--- config.mk ---
export PLATFORM = sky130hd
export DESIGN_NAME = ibex_rf_dump
export DESIGN_NICKNAME = d
export VERILOG_FILES = /design/src/rtl/ibex_rf_dump.sv
export SDC_FILE = /design/constraint.sdc
export NUM_CORES = 1
export LEC_CHECK = 0
export BUFFER_PORTS_ARGS = -buffer_cell sky130_fd_sc_hd__buf_2
export CAP_MARGIN = 20
export CORE_AREA = 2 2 72 74
export CTS_CLUSTER_DIAMETER = 200
export CTS_CLUSTER_SIZE = 14
export DETAILED_ROUTE_END_ITERATION = 10
export DIE_AREA = 0 0 74 76
export PLACE_DENSITY = 0.73
export SYNTH_ARGS = -nofsm -noshare
export SYNTH_HDL_FRONTEND = slang
export SYNTH_SLANG_ARGS = --single-unit
--- constraint.sdc ---
create_clock -name clk_int -period 2.3 [get_ports clk_int]
set_input_delay 0 -clock clk_int [delete_from_list [all_inputs] [get_ports clk_int]]
set_output_delay 0 -clock clk_int [all_outputs]
set_load 0.01 [all_outputs]
--- src/rtl/ibex_rf_dump.sv ---
// Debug read-out engine: walks every register-file address through one read port and
// streams {data, address} beats. Define IBEX_RF_DUMP_CHECKSUM_EN to append an XOR checksum beat.
module ibex_rf_dump #(
  parameter bit          RV32E     = 1'b0,
  parameter int unsigned DataWidth = 32
) (
  input  logic                 clk_int,
  input  logic                 rst_ni,
  input  logic                 start_i,
  input  logic                 abort_i,
  output logic [4:0]           raddr_o,
  input  logic [DataWidth-1:0] rdata_i,
  output logic                 out_valid_o,
  input  logic                 out_ready_i,
  output logic [DataWidth-1:0] out_data_o,
  output logic [4:0]           out_addr_o,
  output logic                 out_last_o,
  output logic                 busy_o,
  output logic                 done_o
);

  localparam int unsigned NumWords = RV32E ? 16 : 32;
  // One extra counter bit so the "all words read" value NumWords is representable.
  localparam logic [5:0]  CntEnd   = 6'(NumWords);
  localparam logic [5:0]  CntLast  = 6'(NumWords - 1);

  localparam logic [1:0] IDLE   = 2'd0;
  localparam logic [1:0] STREAM = 2'd1;
  localparam logic [1:0] CSUM   = 2'd2;
  localparam logic [1:0] DONE   = 2'd3;

`ifdef IBEX_RF_DUMP_CHECKSUM_EN
  localparam bit LastOnReg = 1'b0;
`else
  localparam bit LastOnReg = 1'b1;
`endif

  logic [1:0] state_q;
  logic [5:0] rd_cnt_q;
  logic [4:0] raddr_full;
  logic       handshake;
  logic       capture;
  logic       last_reg_hs;
  logic       start_ok;

  assign raddr_full = (rd_cnt_q == CntEnd) ? CntLast[4:0] : rd_cnt_q[4:0];
  assign raddr_o    = RV32E ? {1'b0, raddr_full[3:0]} : raddr_full;

  assign handshake   = out_valid_o & out_ready_i;
  assign start_ok    = (state_q == IDLE) & start_i & ~abort_i;
  assign capture     = (state_q == STREAM) & (~out_valid_o | out_ready_i) & (rd_cnt_q != CntEnd);
  // Once every word has been read, the only beat still outstanding is the last register.
  assign last_reg_hs = (state_q == STREAM) & handshake & (rd_cnt_q == CntEnd);

  assign busy_o = (state_q == STREAM) | (state_q == CSUM);
  assign done_o = (state_q == DONE);

`ifdef IBEX_RF_DUMP_CHECKSUM_EN
  logic [DataWidth-1:0] csum_q;

  always_ff @(posedge clk_int or negedge rst_ni) begin
    if (!rst_ni) begin
      csum_q <= '0;
    end else if (start_ok) begin
      csum_q <= '0;
    end else if (capture) begin
      csum_q <= csum_q ^ rdata_i;
    end
  end
`endif

  always_ff @(posedge clk_int or negedge rst_ni) begin
    if (!rst_ni) begin
      state_q     <= IDLE;
      rd_cnt_q    <= '0;
      out_valid_o <= 1'b0;
      out_data_o  <= '0;
      out_addr_o  <= '0;
      out_last_o  <= 1'b0;
    end else if (abort_i) begin
      state_q     <= IDLE;
      rd_cnt_q    <= '0;
      out_valid_o <= 1'b0;
      out_last_o  <= 1'b0;
    end else begin
      case (state_q)
        IDLE: begin
          if (start_i) begin
            state_q  <= STREAM;
            rd_cnt_q <= '0;
          end
        end
        STREAM: begin
          if (capture) begin
            out_valid_o <= 1'b1;
            out_data_o  <= rdata_i;
            out_addr_o  <= raddr_o;
            out_last_o  <= LastOnReg & (rd_cnt_q == CntLast);
            rd_cnt_q    <= rd_cnt_q + 6'd1;
          end else if (handshake) begin
            out_valid_o <= 1'b0;
            out_last_o  <= 1'b0;
          end
          if (last_reg_hs) begin
`ifdef IBEX_RF_DUMP_CHECKSUM_EN
            // Checksum beat is loaded in the same edge so it follows with no bubble.
            state_q     <= CSUM;
            out_valid_o <= 1'b1;
            out_data_o  <= csum_q;
            out_addr_o  <= '0;
            out_last_o  <= 1'b1;
`else
            state_q     <= DONE;
`endif
          end
        end
        CSUM: begin
          if (handshake) begin
            out_valid_o <= 1'b0;
            out_last_o  <= 1'b0;
            state_q     <= DONE;
          end
        end
        DONE: begin
          state_q <= IDLE;
        end
        default: state_q <= IDLE;
      endcase
    end
  end

endmodule

# After elaboration in Yosys (flattened, before gate mapping)
# Index checks and enable logic that the tools add are counted.
# W data, S select, Z words.
# word_totals
out_inout_bits	46
register_bits	47
input_bits	37
# classes
n_addsub	1
bitwise_logic	9
n_mux	18
n_eq_ne	10
n_reduce_logical	6
# op_table
op	n
$mux W6	3
$ne A3 B3 Y1 const B	4
$pmux W6 S2	1
$reduce_and A3 Y1	3
$mux W2	4
$pmux W2 S4	1
$add A6 B1 Y6 const B	1
$eq A6 B5 Y1 const B	1
$eq A6 B6 Y1 const B	1
$mux W1	6
$ne A6 B6 Y1 const B	1
$reduce_bool A3 Y1	2
$and A1 B1 Y1	5
$mux W5	1
$eq A2 B2 Y1 const B	2
$pmux W1 S2	2
$eq A2 B1 Y1 const B	1
$logic_not A2 Y1	1
$not A1 Y1	2
$or A1 B1 Y1	2

# Logic depth before layout (Yosys ltp)
# logic_depth
ltp_word	7
depth_mapped	7
ltp_nobuf	6

# Worst setup path after synthesis
# OpenSTA, ideal clock, no wires.
# synth_timing
path_kind	register to register
start	register rd_cnt_q[0]
end	register out_addr_o[3]
t_required_ns	2.172
t_arrival_ns	1.869
path_stages_with_launch	8
path_slack_ns	0.304
n_path_buf	1
setup_ns	0.128
path_cell_list	dfrtp_1 inv_1 ha_1 nor4b_2 and2_4 nor3_4 buf_6 mux2_1
# synth_via
elab_chain_len	3
# synth_lines
element	line	source
start, declared	39	logic [5:0] rd_cnt_q;
start signal, assigned	99	rd_cnt_q <= rd_cnt_q + 6'd1;
$ne A6 B6 Y1	51	assign capture = (state_q == STREAM) & (~out_valid_o | out_ready_i) & (rd_cnt_q != CntEnd);
$and A1 B1 Y1	51	
$reduce_and A3 Y1 (no source line)	--	
end signal, assigned	97	out_addr_o <= raddr_o;
end, declared	16	output logic [4:0] out_addr_o,
# Parallel ways exist; a longest one is shown, timed or not.
# A chain may end at the register's enable or synchronous reset.

# Worst setup path in the final report
# layout_timing
start	register rd_cnt_q[0]
end	register out_data_o[9]
# layout_via
elab_chain_len	3
# layout_lines
element	line	source
$ne A6 B6 Y1	51	
$and A1 B1 Y1	51	
$reduce_and A3 Y1 (no source line)	--	
end signal, assigned	96	out_data_o <= rdata_i;
end, declared	15	output logic [DataWidth-1:0] out_data_o,
# No other way between the ends.

==> metrics <==
H-tree depth 2; Antenna Cells 0; tightest hold margin roughly 0.13 ns; Die W 74 um; syn_area_per_cell 13.31 um2; # Post-CTS Setup Buffers 0; endpoints failing setup 0; post-layout util 61.90%; routed vias/inst 4.789; MaxCap Viol Count 0; worst-skew pair later-pin latency ~0.28 ns; post-synthesis sequential area ratio 55.56%; Clk pin slew, worst setup/hold paths 0.08 ns; Tmin final 2.038 ns; Mapped Area 2117 um2; CP Launch Type flop; Critical Path Fanout Max 37; HP Start out_ready_i; Final ANT Viol Nets 0; CP arrival 2.20 ns; Core Box Area 4912 um2; I/O Pins 83; layout cells sized above 1 a little under two fifths; Syn-to-layout area delta 43.62%; Layout Skew slightly below 0.007 ns; TritonCTS clock tree done; critical path class reg2reg; antenna violations before repair 0; Yosys warnings 0; Worst slew margin roughly 62%; syn_nets between 200 and 250; worst IR drop on VDD between 0.0004 and 0.0005 V; CTS Buf Count 5; I/O Buffers 82; First DRT Iteration DRCs 34; Worst EP required between 2 and 2.5 ns; Post-synth EDFFs 0; row count 26; die area 5624 um2; RSZ-0062 raised after global routing false; period utilization 88.62%; Hold Vio Cnt, Final 0; Max Buffers Root-to-Sink 2; DRC viols 0; Synth area leader dfrtp_1; ys async rst share 100.0%; die height ~76 um; Cell Pwr Density 1003 nW/um2; detailed placement HPWL 2.977 mm; Worst Tran Pin Value 0.5773 ns; All-Layer GR Usage 17.79%; Yosys top cell area share a little under three fifths; Mapped Cells 159; HP Class in2reg; synthesized flop and latch total 47; grt ovf 0; prevailing post-synth register cell dfrtp_1; worst r2r src rd_cnt_q[0]; status finished clean; WL per Instance 13.87 um; multi-input gate area in the final layout about 900 um2; Reg area 1176 um2; CP Capture Type flop; CP Launch Point rd_cnt_q[0]; first-pass GRT wire length approximately 7.9 mm; number of distinct library cells after synthesis 29; Starting Density a little over two fifths; nets@finish 324; top cells by area, synth dfrtp_1 56%, mux2_1 16%, mux2_2 4.8%; fillcell total between 300 and 400; DRT Pass-1 Iters 4; number of global-route vias before repair 1730; FMAX 0.4906 GHz; Via Count 1681; Root Driver clkbuf_8; pin count of the biggest net entering global routing 48; fin. max-slew vios 0; final wirelength between 4 and 5 mm; clock sink total 47; Leak 0.001500 uW; TNS Setup 0 ns; GPL Wtd Cong 0.8419
==> routing by layer <==
metal / track usage (%) / up-vias / part of all wire, %
met1: 21.20 / 807 / 43
met4: 2.727 / 0 / 0.51
met5: 0 / - / 0
li1: - / 808 / -
met3: 4.101 / 4 / 6.4
met2: 32.50 / 62 / 50
==> path summary, 6_finish.rpt <==
check                                 end  slack [ns]  cells after the start
min                           out_valid_o        0.13                      3
min reg2reg                 out_addr_o[3]        0.48                      1
min in group asynchronous  out_data_o[26]        0.33                      3
max                         out_data_o[9]        0.26                      7
max reg2reg                 out_data_o[9]        0.26                      7
max in group asynchronous  out_data_o[11]        1.57                      3
==> timing repair <==
action / CTS / global route
resized for setup: 0 / 0
hold endpoints to repair: 80 / 0
hold buffers: 34 / 0
==> Yosys cell counts, types with 4 or more instances <==
master    count
ha_1          6
inv_1         5
nor2_1        5
mux2_2        9
a21oi_1       4
mux2_1       30
dfrtp_1      47
or4_1         4
nand2_1       8
nand2b_1      9
==> registers in the layout, indices dropped and copies added (netlist names) <==
signal / flops
state_q: 2
out_last_o: 1
out_data_o: 32
rd_cnt_q: 6
out_valid_o: 1
out_addr_o: 5
==> worst max-delay path, cell delays in order, from the launching register on <==
cell and delay, ns:
dfrtp_1 0.42, inv_1 0.08, ha_1 0.19, nor4b_2 0.18, and2_4 0.19, nor3_4 0.21
buf_12 0.24, mux2_2 0.37
==> stage by stage <==
| stage | std cells | cell area [um2] | power [uW] | setup WS (ns) |
|---|---|---|---|---|
| 6_report | 351 | 3040 | 3051 | 0.2617 |
| 2_1_floorplan | 159 | 2117 | 2057 | 0.3036 |
| 3_3_place_gp | 310 | 2613 | 2497 | 0.3333 |
| 3_5_place_dp | 310 | 2613 | 2538 | 0.2979 |
| 5_1_grt | 351 | 3040 | 3298 | 0.1510 |
| 4_1_cts | 351 | 3040 | 3075 | 0.2754 |
==> kinds of logic after synthesis <==
logic type      after synthesis  synth area share [%]
simple gates                 37                 10.52
compound gates               19                 6.029
fa+ha+maj                     6                 3.546
mux                          41                 21.69
flops                        47                 55.56
buf+inv                       9                 2.659
==> where the power goes <==
| group | leakage (uW) | switching, uW | internal [uW] |
|---|---|---|---|
| sequential | 0.000584 | 169 | 1150 |
| combinational | 0.000869 | 631 | 627 |
| clock | 0.0000470 | 240 | 236 |
==> area by class of cell <==
type,count,share of cell area [%]
clock buffers,6,2.716
multi-input cells,103,29.09
inverters,5,0.6173
repair buffers,119,25.84
well taps,70,2.881
clock inverters,1,0.1646
flip-flops and latches,47,38.68
==> placed cells by master, fill, tap and decap left out, types with 2 or more instances in the layout <==
master,instances
a21boi_0,3
a21o_1,2
a21oi_1,4
buf_2,82
buf_4,2
clkbuf_8,6
dfrtp_1,47
dlygate4sd3_1,34
ha_1,6
inv_1,5
mux2_1,30
mux2_2,9
mux2i_1,2
nand2_1,8
nand2b_1,9
nand4_1,2
nor2_1,5
nor2b_1,3
nor3_1,2
o21ai_0,2
o31ai_1,3
or4_1,4
Note: power is estimated with default switching activity, not from simulation.
